<file path="src/rtl/pll_seq_pkg.sv">
// Shared types and sizing helpers for the PLL lock sequencer.
// State encoding plus width functions used by the sequencer ports.
package pll_seq_pkg;

  typedef enum logic [2:0] {
    S_IDLE,
    S_RESET,
    S_WAIT_LOCK,
    S_STABLE,
    S_LOCKED,
    S_STANDBY,
    S_FAIL
  } pll_seq_state_t;

  function automatic int max3(input int a, input int b, input int c);
    int m;
    m = a;
    if (b > m) m = b;
    if (c > m) m = c;
    return m;
  endfunction

  // Counter only ever holds values up to max-1.
  function automatic int cnt_w(input int a, input int b, input int c);
    int m;
    m = max3(a, b, c);
    return (m > 1) ? $clog2(m) : 1;
  endfunction

  function automatic int rc_w(input int r);
    return (r > 0) ? $clog2(r + 1) : 1;
  endfunction

endpackage

</file>
<file path="src/rtl/pll_lock_sync.sv">
// Two-flop synchroniser for asynchronous single-bit PLL status pins.
// Both flops clear to 0 on synchronous reset.
module pll_lock_sync (
  input  logic clk,
  input  logic rst,
  input  logic async_i,
  output logic sync_o
);

  logic meta_q;
  logic sync_q;

  // Two-stage capture of the asynchronous pin.
  always_ff @(posedge clk) begin
    if (rst) begin
      meta_q <= 1'b0;
      sync_q <= 1'b0;
    end else begin
      meta_q <= async_i;
      sync_q <= meta_q;
    end
  end

  assign sync_o = sync_q;

endmodule

</file>
<file path="src/rtl/pll_lock_sequencer.sv">
// PLL_CORE control sequencer: reset pulse, lock qualification,
// timeout retries, standby and loss-of-lock handling.
module pll_lock_sequencer
  import pll_seq_pkg::*;
#(
  parameter int RESET_CYCLES = 16,
  parameter int LOCK_TIMEOUT = 4096,
  parameter int LOCK_STABLE  = 64,
  parameter int MAX_RETRIES  = 3
) (
  input  logic                          clk,
  input  logic                          rst,
  input  logic                          enable,
  input  logic                          standby_req,
  input  logic                          pll_lock,
  output logic                          pll_reset,
  output logic                          pll_stdby,
  output logic                          locked,
  output logic                          lock_lost,
  output logic                          lock_fail,
  output logic [rc_w(MAX_RETRIES)-1:0]  retry_count
);

  localparam int CW = cnt_w(RESET_CYCLES, LOCK_TIMEOUT, LOCK_STABLE);
  localparam int RW = rc_w(MAX_RETRIES);

  localparam logic [CW-1:0] RST_LAST = CW'(RESET_CYCLES - 1);
  localparam logic [CW-1:0] TO_LAST  = CW'(LOCK_TIMEOUT - 1);
  localparam logic [CW-1:0] STB_LAST = CW'(LOCK_STABLE - 1);
  localparam logic [RW-1:0] RTY_MAX  = RW'(MAX_RETRIES);

  pll_seq_state_t state_q, state_d;
  logic [CW-1:0]  cnt_q, cnt_d;
  logic [RW-1:0]  retry_q, retry_d;
  logic           lost_d;
  logic           lock_s;

  logic pll_reset_q, pll_stdby_q, locked_q, lost_q, fail_q;

  pll_lock_sync u_sync (
    .clk     (clk),
    .rst     (rst),
    .async_i (pll_lock),
    .sync_o  (lock_s)
  );

  // Next state, shared counter and retry bookkeeping.
  always_comb begin
    state_d = state_q;
    cnt_d   = cnt_q;
    retry_d = retry_q;
    lost_d  = 1'b0;
    unique case (state_q)
      S_IDLE: begin
        if (enable) state_d = S_RESET;
      end
      S_RESET: begin
        if (cnt_q == RST_LAST) state_d = S_WAIT_LOCK;
        else cnt_d = cnt_q + 1'b1;
      end
      S_WAIT_LOCK: begin
        if (lock_s) begin
          state_d = S_STABLE;
        end else if (cnt_q == TO_LAST) begin
          if (retry_q == RTY_MAX) begin
            state_d = S_FAIL;
          end else begin
            retry_d = retry_q + 1'b1;
            state_d = S_RESET;
          end
        end else begin
          cnt_d = cnt_q + 1'b1;
        end
      end
      S_STABLE: begin
        if (!lock_s) state_d = S_WAIT_LOCK;
        else if (cnt_q == STB_LAST) state_d = S_LOCKED;
        else cnt_d = cnt_q + 1'b1;
      end
      S_LOCKED: begin
        if (!lock_s) begin
          state_d = S_RESET;
          retry_d = '0;
          lost_d  = 1'b1;
        end else if (standby_req) begin
          state_d = S_STANDBY;
        end
      end
      S_STANDBY: begin
        if (!standby_req) state_d = S_WAIT_LOCK;
      end
      S_FAIL: begin
        state_d = S_FAIL;
      end
      default: begin
        state_d = S_IDLE;
      end
    endcase
    if (!enable) begin
      state_d = S_IDLE;
      lost_d  = 1'b0;
    end
    if (state_d == S_IDLE) retry_d = '0;
    if (state_d != state_q) cnt_d = '0;
  end

  // State, counter and Moore outputs decoded from the next state.
  always_ff @(posedge clk) begin
    if (rst) begin
      state_q     <= S_IDLE;
      cnt_q       <= '0;
      retry_q     <= '0;
      pll_reset_q <= 1'b1;
      pll_stdby_q <= 1'b0;
      locked_q    <= 1'b0;
      lost_q      <= 1'b0;
      fail_q      <= 1'b0;
    end else begin
      state_q     <= state_d;
      cnt_q       <= cnt_d;
      retry_q     <= retry_d;
      pll_reset_q <= state_d inside {S_IDLE, S_RESET, S_FAIL};
      pll_stdby_q <= (state_d == S_STANDBY);
      locked_q    <= (state_d == S_LOCKED);
      lost_q      <= lost_d;
      fail_q      <= (state_d == S_FAIL);
    end
  end

  assign pll_reset   = pll_reset_q;
  assign pll_stdby   = pll_stdby_q;
  assign locked      = locked_q;
  assign lock_lost   = lost_q;
  assign lock_fail   = fail_q;
  assign retry_count = retry_q;

endmodule

</file>
<file path="config.mk">
export PLATFORM = sky130hd
export DESIGN_NAME = pll_lock_sequencer
export DESIGN_NICKNAME = d
export VERILOG_FILES = /design/src/rtl/pll_seq_pkg.sv /design/src/rtl/pll_lock_sync.sv /design/src/rtl/pll_lock_sequencer.sv
export SDC_FILE = /design/constraint.sdc
export NUM_CORES = 1
export LEC_CHECK = 0
export CAP_MARGIN = 20
export CORE_MARGIN = 2
export CORE_UTILIZATION = 56
export CTS_CLUSTER_DIAMETER = 150
export DETAILED_ROUTE_END_ITERATION = 7
export GPL_TIMING_DRIVEN = 0
export HOLD_SLACK_MARGIN = 0.03
export PLACE_DENSITY = 0.76
export SLEW_MARGIN = 20
export SYNTH_ARGS = -nofsm -noshare
export SYNTH_HDL_FRONTEND = slang
export SYNTH_SLANG_ARGS = --single-unit
</file>
<file path="constraint.sdc">
create_clock -name clk -period 3 [get_ports clk]
set_input_delay 0.6 -clock clk [delete_from_list [all_inputs] [get_ports clk]]
set_output_delay 0.6 -clock clk [all_outputs]
set_load 0.1 [all_outputs]
</file>
==> results of run 1 <==
## report_power, final
| group | internal (W) | switching [W] |
|---|---|---|
| Clock | 0.000135 | 0.0000988 |
| Combinational | 0.0000228 | 0.0000337 |
| Sequential | 0.000322 | 0.00000383 |
## cells in the mapped netlist, drive strengths merged
master	instances	area share
a211oi	2	0.011
a21o	3	0.016
a21oi	7	0.025
a22o	2	0.013
a31o	1	0.0063
and2	3	0.014
and3	3	0.014
and3b	1	0.0063
and4	3	0.019
buf	3	0.015
clkbuf	6	0.016
dfxtp	24	0.35
ha	2	0.018
inv	4	0.011
nand2	16	0.043
nand2b	1	0.0045
nand3	11	0.040
nand3b	1	0.0054
nand4	9	0.045
nand4b	2	0.013
nor2	21	0.057
nor2b	4	0.018
nor3	4	0.014
nor3b	3	0.016
nor4	4	0.018
nor4b	1	0.0063
o2111a	1	0.0081
o2111ai	1	0.011
o211ai	2	0.011
o21a	1	0.0054
o21ai	4	0.014
o21bai	1	0.0054
o221a	1	0.0081
o22ai	1	0.0045
o311a	1	0.0072
o311ai	1	0.0063
o31ai	1	0.0054
or2	1	0.0045
or3	1	0.0045
or4	2	0.014
xnor2	2	0.013
xor2	11	0.069
## routing by layer
layer,routed length [um],part of all wire,vias up,track usage
met5,0,0,-,0
met4,57,0.018,0,0.1197
met3,161,0.051,7,0.03889
met2,1597,0.50,49,0.4390
met1,1348,0.43,629,0.2979
li1,-,-,655,-
## stage by stage
step / setup slack, ns / instance area (um2) / instances / utilization
3_3_place_gp: 0.4837 / 1528 / 213 / 0.6340
2_1_floorplan: 0.1955 / 1390 / 173 / -
4_1_cts: 0.4094 / 1580 / 217 / 0.6558
3_5_place_dp: 0.4299 / 1528 / 213 / 0.6340
5_1_grt: 0.2654 / 1580 / 217 / 0.6558
6_report: 0.3893 / 1580 / 217 / 0.6558
## worst max path at each step
stage               slack (ns)        to            from
finish                    0.39  cnt_q[4]        cnt_q[0]
global route              0.27  cnt_q[4]        cnt_q[0]
CTS                       0.41  cnt_q[4]        cnt_q[0]
detailed placement        0.43  cnt_q[4]        cnt_q[0]
global placement          0.48  cnt_q[7]        cnt_q[0]
floorplan                 0.20  cnt_q[2]  retry_count[0]
## logic make-up (layout without fill, tap and decap cells)
family / after synthesis / in the layout
and+or+nand+nor: 91 / 91
AOI/OAI and AO/OA: 30 / 30
DFF: 24 / 24
xor gates and xnor gates: 13 / 13
buffers and inverters: 13 / 27
adders and majority gates: 2 / 2
## worst register-to-register path, stage by stage, from the launching register on
cell       delay, ns
dfxtp_1         0.42
ha_1            0.35
nand3b_1        0.12
or4_1           0.39
buf_2           0.16
o21a_1          0.19
or4_4           0.51
o2111ai_2       0.14
buf_6           0.19
nor2_1          0.05
## layout make-up
type / count / area, um2
Timing Repair Buffer: 10 / 100.1
Sequential cell: 24 / 480.5
Clock buffer: 3 / 22.52
Buffer: 9 / 43.79
Multi-Input combinational cell: 136 / 850.8
Tap cell: 30 / 37.54
Inverter: 4 / 15.01
Fill cell: 208 / 829.5
Clock inverter: 1 / 30.03
## cells in the final DEF, fill, tap and decap left out, types with 2 or more instances in the layout
master           count
o21ai_0              4
nor2b_1              4
dfxtp_1             24
ha_1                 2
o211ai_1             2
clkbuf_1             6
nor3b_1              3
a21o_1               3
xor2_1              11
nand2_1             16
and2_1               2
a22o_1               2
and3_1               3
and4_1               3
clkbuf_4             3
buf_2                2
a21oi_1              7
nand3_1             11
nand4_1              8
a211oi_1             2
nor4_1               4
inv_1                4
nor2_1              21
xnor2_1              2
nor3_1               4
clkdlybuf4s50_1     10
nand4b_1             2
==> out/metrics.cfg, run 1 <==
[yosys]
syn_inst=173
synthesis.area_mm2=0.001390
syn_nets=180
syn_avg_cell_area_um2=8.035
synth_xor_area_frac=0.08191
synth-compound-area-share=0.1575
muxShareOfSynthArea=0
ys_ff_latch=24
seq_area_frac_synth=0.3456
synth_fa_ha_area_frac=0.01800
synth_cell_types=46
synth-simple-area-share=0.3546
synth_top_family_by_area=simple AND/OR/NAND/NOR gates
yosysWarnings=0

[setup_path]
worstSetupPathType=reg -> reg
reg2regPathDepth=9
crit_path_max_fanout=10
cp_top_family=simple AND/OR/NAND/NOR gates
r2r-start=cnt_q[0]
cp-start-kind=flip-flop
critPathCaptureType=flip-flop
r2r_slack_ns=0.39
path_depth=9
critPathRequiredTime_ns=3.23
worstPathArrival_ns=2.84
worstPathCellList=ha_1 -> nand3b_1 -> or4_1 -> buf_2 -> o21a_1 -> or4_4 -> o2111ai_2 -> buf_6 -> nor2_1
crit_buf_inv=2
cp_slowest_stage_delay_ns=0.51
slowest_stage=or4_4
reg2reg_to=cnt_q[4]

[routing]
drc=0
viasPerCell=6.175
firstDrtPassIters=4
drt_iter0_markers=36
routed_wl_um=3164
wire_per_inst_um=14.58
drtAntennaViolNets=0
num_vias=1340

[flow_run]
maxCapViolations=0

[timing]
fin_crit_ns=2.611
hold_ws_ns=0.4587
fmax_mhz=383.0
slew_headroom=0.3505
hold_viol=0
tns_ns=0
post-route-period-util=0.8702
setup_violations=0
skew_ns=0.002559
worstMarginPinSlew_ns=0.9712
rsz0062_at_grt=false
report.final.slew_viol_count=0

[clocking]
cts_buffers=3
root_buffer=clkbuf_4
max-clock-path-buffers=2
cts_tree=done
clk_pin_slew_ns=0.13
holdBufCountCts=0
clkLatencyLatePin_ns=0.32
htree_num_levels=1
cts_setup_buffers=0
cts_resized=0
clock_sink_count=24

[floorplan]
core_area_mm2=0.002410
die_w_um=53.82
pin_count=12
die_area_mm2=0.002897
chipHeight_um=53.82
row_count=18
start_util=0.5768

[global_route]
grt_usage=0.2515
grt_max_degree=15
gr-total-overflow=0
grt_pass1_vias=1219
antenna_found_initial=0
grt_pass1_wl_um=5354

[finish]
area_growth_pct=13.68
nNetsFinal=195
largest_register_ffs=12
top_register=cnt_q
n_antenna_cell=0
drive_gt1_frac=0.06952

[power]
power.leakage_nw=0.5475
powerDensity_mw_per_mm2=390.2
p_total_w=0.0006166
ir_worst_vdd_mv=0.2901

[min_path]
hold_end=u_sync.sync_o
holdCritPathClass=reg -> reg
min-delay-start=u_sync.meta_q
holdPathStages=1

[placement]
io_buffers=10
place.gp.congestion=0.9150
detailedPlacementHpwl_um=2341

[run_status]
status=completed

Note: power is estimated with default switching activity, not from simulation.
==> run 2, diff against run 1 <==
--- a/config.mk
+++ b/config.mk
@@ -13,6 +13,7 @@
 export GPL_TIMING_DRIVEN = 0
 export HOLD_SLACK_MARGIN = 0.03
 export PLACE_DENSITY = 0.76
+export REMOVE_ABC_BUFFERS = 1
 export SLEW_MARGIN = 20
 export SYNTH_ARGS = -nofsm -noshare
 export SYNTH_HDL_FRONTEND = slang
==> out/metrics.cfg, run 2 (synthesis results as in run 1) <==
[setup_path]
cp_top_family=simple AND/OR/NAND/NOR gates
cp-endpoint=cnt_q[9]
path_depth=7  ; -2
reg2reg_to=cnt_q[9]
r2r-start=cnt_q[0]
critPathCaptureType=flip-flop
worstSetupPathType=reg -> reg
cp_slowest_stage_delay_ns=0.52  ; about the same
critPathRequiredTime_ns=3.19  ; -0.04 ns
crit_buf_inv=0  ; -2
r2r_slack_ns=0.43  ; +0.04 ns
slowest_stage=or4_1
critPathLaunch=cnt_q[0]
crit_path_max_fanout=12  ; +2
cp-start-kind=flip-flop
worstPathCellList=ha_1 -> nand3b_1 -> or4_1 -> o21a_1 -> or4_4 -> o2111ai_2 -> nor2_1
worstPathArrival_ns=2.76  ; -0.08 ns
reg2regPathDepth=7  ; -2

[global_route]
grt_usage=0.2259  ; -0.02556
grt_pass1_wl_um=4899  ; -8.5%
antenna_found_initial=0  ; unchanged
grt_pass1_vias=1129  ; -7.4%
gr-total-overflow=0  ; unchanged
grt_max_degree=17  ; +2

[clocking]
clkLatencyLatePin_ns=0.31  ; about the same
clock_sink_count=24  ; unchanged
clk_pin_slew_ns=0.13  ; about the same
max-clock-path-buffers=2  ; unchanged
root_buffer=clkbuf_4
holdBufCountCts=0  ; unchanged
htree_num_levels=1  ; unchanged
cts_resized=0  ; unchanged
cts_buffers=3  ; unchanged
cts_setup_buffers=0  ; unchanged
cts_tree=done

[placement]
dpl_cell_area_mm2=0.001499  ; -1.9%
io_buffers=11  ; +1
place.gp.congestion=0.7976  ; -13%
detailedPlacementHpwl_um=2081  ; -11%

[timing]
slew_headroom=0.3499  ; -0.0006100
skew_ns=0.004268  ; +0.001708 ns
setup_violations=0  ; unchanged
fin_crit_ns=2.573  ; -0.03747 ns
report.final.slew_viol_count=0  ; unchanged
fmax_mhz=388.6  ; +1.5%
post-route-period-util=0.8578  ; -0.01249
rsz0062_at_grt=false
tns_ns=0  ; unchanged
worstMarginPinSlew_ns=0.9721  ; +0.0009111 ns
hold_viol=0  ; unchanged

[floorplan]
chipHeight_um=53.82  ; unchanged
start_util=0.5768  ; unchanged
die_w_um=53.82  ; unchanged
pin_count=12  ; unchanged
die_area_mm2=0.002897  ; unchanged
core_area_mm2=0.002410  ; unchanged
row_count=18  ; unchanged

[routing]
drtAntennaViolNets=0  ; unchanged
viasPerCell=5.981  ; -3.1%
wire_per_inst_um=13.67  ; -6.3%
routed_wl_um=2856  ; -9.7%
drc=0  ; unchanged
firstDrtPassIters=5  ; +1
drt_iter0_markers=32  ; -11%
num_vias=1250  ; -6.7%

[finish]
n_antenna_cell=0  ; unchanged
final_common_cell=dfxtp_1
final_area_mm2=0.001551  ; -1.8%
regArea_um2=480.5  ; unchanged
nNetsFinal=187  ; -4.1%
area_growth_pct=11.61
drive_gt1_frac=0.06145  ; -0.008066
multiInputGateArea_um2=855.8  ; +0.59%
largest_register_ffs=12  ; unchanged
top_register=cnt_q
layout_common_cells=24 x dfxtp_1, 21 x nor2_1, 16 x nand2_1
fillerInstances=211  ; +1.4%

[flow_run]
maxCapViolations=0  ; unchanged

[run_status]
status=completed

[power]
powerDensity_mw_per_mm2=392.5  ; +0.58%
ir_worst_vdd_mv=0.2448  ; -16%
power.leakage_nw=0.5335  ; -2.5%

[min_path]
holdCritPathClass=reg -> reg

-- run 2: cell count changes in the layout (fill, tap and decap cells not counted), sizes merged --
cell / delta
clkbuf: -6
buf: -3
clkdlybuf4s50: +1
-- run 2: cell type report --
class	instances	share of cell area
Multi-Input combinational cell	136	0.5516
Sequential cell	24	0.3097
Timing Repair Buffer	11	0.07097
Tap cell	30	0.02419
Clock inverter	1	0.01935
Clock buffer	3	0.01452
Inverter	4	0.009677
-- run 2: per-stage QoR --
stage	hold slack (ns)	worst slack, ns	std cells	utilization	power [W]
2_1_floorplan	0.4138	0.2308	164	-	0.0003677
3_3_place_gp	0.4240	0.3760	205	0.6199	0.0003837
3_5_place_dp	0.4356	0.3437	205	0.6220	0.0003851
4_1_cts	0.4657	0.4148	209	0.6438	0.0006168
5_1_grt	0.4722	0.2059	209	0.6438	0.0006354
6_report	0.4608	0.4267	209	0.6438	0.0006089
-- run 2: worst min-delay path by stage --
stage	start	to	slack [ns]	depth (start not counted)
after floorplan	u_sync.meta_q	u_sync.sync_o	0.41	1
after global placement	u_sync.meta_q	u_sync.sync_o	0.42	1
after detailed placement	u_sync.meta_q	u_sync.sync_o	0.44	1
after CTS	u_sync.meta_q	u_sync.sync_o	0.47	1
after global routing	u_sync.meta_q	u_sync.sync_o	0.47	1
final	u_sync.meta_q	u_sync.sync_o	0.46	1
-- run 2: power by group --
group          leakage, nW  switching (W)  internal [W]  total [W]
combinational        0.311      0.0000279     0.0000206  0.0000485
sequential           0.194     0.00000765      0.000322   0.000330
clock               0.0279      0.0000954      0.000135   0.000230
total                0.534       0.000131      0.000478   0.000609
-- run 2: routing by layer --
layer  vias to the layer above  GRT usage  share of wire
li1                        643          -              -
met1                       581     0.2874           0.47
met2                        22     0.3943           0.48
met3                         4    0.02500          0.035
met4                         0    0.07265          0.012
met5                         -          0              0
==> run 3, diff against run 2 <==
==> constraint.sdc (replaced) <==
create_clock -name clk -period 2.4 [get_ports clk]
set_input_delay 0.36 -clock clk [delete_from_list [all_inputs] [get_ports clk]]
set_output_delay 0.36 -clock clk [all_outputs]
set_load 0.005 [all_outputs]
==> out/metrics.cfg, run 3 (synthesis results as in run 1) <==
[run_status]
status=completed

[clocking]
htree_num_levels=1  ; unchanged
root_buffer=clkbuf_4
clkLatencyLatePin_ns=0.31  ; about the same
max-clock-path-buffers=2  ; unchanged
clk_pin_slew_ns=0.14  ; about the same
cts_setup_buffers=0  ; unchanged
cts_buffers=3  ; unchanged
clock_sink_count=24  ; unchanged
cts_tree=done

[power]
p_total_w=0.0007736  ; +27%
p_int_w=0.0006014  ; +26%
combPwrFrac=0.089  ; +0.009
power.leakage_nw=0.5523  ; +3.5%
powerDensity_mw_per_mm2=467.0  ; +19%
clockPowerShare=0.378  ; about the same
ir_worst_vdd_mv=0.2778  ; +13%
power.share.sequential=0.533  ; -0.009
swShare=0.2226  ; +0.007564
power.switching_w=0.0001722  ; +32%

[setup_path]
cp_top_family=simple AND/OR/NAND/NOR gates
worstSetupPathType=reg -> reg
cp_slowest_stage_delay_ns=0.47  ; -0.05 ns
slowest_stage=or4_4
reg2reg_to=cnt_q[6]
critPathRequiredTime_ns=2.61  ; -0.58 ns
crit_path_max_fanout=6  ; -6
cp_common_cell=or4_4
cp-start-kind=flip-flop
crit_buf_inv=0  ; unchanged
critPathCaptureType=flip-flop
worstPathCellList=ha_1 -> nand3b_1 -> or4_4 -> o21a_1 -> or4_4 -> o2111ai_4 -> nor2_1
r2r-start=retry_count[0]
reg2regPathDepth=7  ; unchanged
r2r_slack_ns=0.14  ; -0.29 ns
worstPathArrival_ns=2.47  ; -0.29 ns

[finish]
nNetsFinal=188  ; +0.53%
layout_common_cells=21 x nor2_1, 16 x nand2_1, 13 x dfxtp_1
fin_cells=210  ; +0.48%
largest_register_ffs=12  ; unchanged
final_area_mm2=0.001657  ; +6.8%
drive_gt1_frac=0.1556  ; +0.09410
top_register=cnt_q
fillerInstances=197  ; -6.6%
n_antenna_cell=0  ; unchanged
area_growth_pct=19.17
final_common_cell=nor2_1

[routing]
drc=0  ; unchanged
drt_iter0_markers=45  ; +41%
routed_wl_um=3255  ; +14%
firstDrtPassIters=4  ; -1
drtAntennaViolNets=0  ; unchanged
wire_per_inst_um=15.50  ; +13%
num_vias=1308  ; +4.6%
viasPerCell=6.229  ; +4.1%

[global_route]
grt_pass1_vias=1157  ; +2.5%
grt_usage=0.2346  ; +0.008711
grt_max_degree=17  ; unchanged
gr-total-overflow=0  ; unchanged
antenna_found_initial=0  ; unchanged
grt_pass1_wl_um=5078  ; +3.7%

[timing]
setup_violations=0  ; unchanged
hold_viol=0  ; unchanged
post-route-period-util=0.9414  ; +0.08360
slew_headroom=0.5498  ; +0.1999
rsz0062_at_grt=false
fin_crit_ns=2.259  ; -0.3140 ns
report.final.slew_viol_count=0  ; unchanged
skew_ns=0.004024  ; -0.0002435 ns
tns_ns=0  ; unchanged
fmax_mhz=442.6  ; +14%
worstMarginPinSlew_ns=0.6691  ; -0.3030 ns

[floorplan]
chipHeight_um=53.82  ; unchanged
core_area_mm2=0.002410  ; unchanged
die_area_mm2=0.002897  ; unchanged
row_count=18  ; unchanged
pin_count=12  ; unchanged
die_w_um=53.82  ; unchanged
start_util=0.5768  ; unchanged

[min_path]
holdCritPathClass=reg -> reg
holdPathStages=1  ; unchanged
min-delay-start=u_sync.meta_q
hold_end=u_sync.sync_o

[placement]
dpl_cell_area_mm2=0.001499  ; unchanged
io_buffers=11  ; unchanged
place_inst=205  ; unchanged
detailedPlacementHpwl_um=2081  ; unchanged
place.gp.congestion=0.7976  ; unchanged

[flow_run]
maxCapViolations=0  ; unchanged

[run 3: area by class of cell]
cell class	instances	area, um2	share of cell area
clock buffers	3	22.52	0.01360
clock inverters	1	30.03	0.01813
inverters	4	15.01	0.009063
multi-input cells	137	942.2	0.5687
flip-flops and latches	24	499.2	0.3014
well taps	30	37.54	0.02266
repair buffers	11	110.1	0.06647
[run 3: routing by layer]
| metal | vias up | wire, um | GRT usage |
|---|---|---|---|
| li1 | 648 | - | - |
| met1 | 606 | 1408 | 0.2925 |
| met2 | 47 | 1604 | 0.4126 |
| met3 | 7 | 195 | 0.02778 |
| met4 | 0 | 45 | 0.08120 |
| met5 | - | 0 | 0 |
[run 3: power groups by stage]
stage | registers, W | clock network [W] | logic (W)
after CTS | 0.000413 | 0.000298 | 0.0000581
after global placement | 0.000421 | 0 | 0.0000536
after global routing | 0.000414 | 0.000312 | 0.0000753
final | 0.000413 | 0.000292 | 0.0000685
after floorplan | 0.000419 | 0 | 0.0000359
after detailed placement | 0.000421 | 0 | 0.0000552
[run 3: worst max-delay path by stage]
stage | start | end | cells past startpoint
3_3_place_gp | state_q[0] | cnt_q[7] | 6
5_1_grt | cnt_q[11] | cnt_q[1] | 6
3_5_place_dp | cnt_q[0] | cnt_q[6] | 7
4_1_cts | cnt_q[0] | cnt_q[6] | 7
2_1_floorplan | cnt_q[0] | cnt_q[0] | 7
6_report | retry_count[0] | cnt_q[6] | 7
[run 3: worst reg2reg max path: stages, from the launching register on]
cell and delay [ns]:
dfxtp_4 0.38, ha_1 0.21, nand3b_1 0.15, or4_4 0.46, o21a_1 0.23, or4_4 0.47
o2111ai_4 0.16, nor2_1 0.09
[run 3: stage by stage]
stage	setup slack (ns)	hold WS (ns)	util
2_1_floorplan	0.1174	0.4138	-
3_3_place_gp	-0.2240	0.4240	0.6199
3_5_place_dp	-0.1687	0.4356	0.6220
4_1_cts	0.004863	0.4657	0.6542
5_1_grt	0.009981	0.4722	0.6874
6_report	0.1408	0.4611	0.6874
[run 3: repair_timing]
action	in CTS	in global routing
pin swaps	0	1
setup endpoints to repair	14	16
cloned	0	1
gates resized for setup	5	19
endpoints found under the hold margin	0	0
hold buffers	0	0
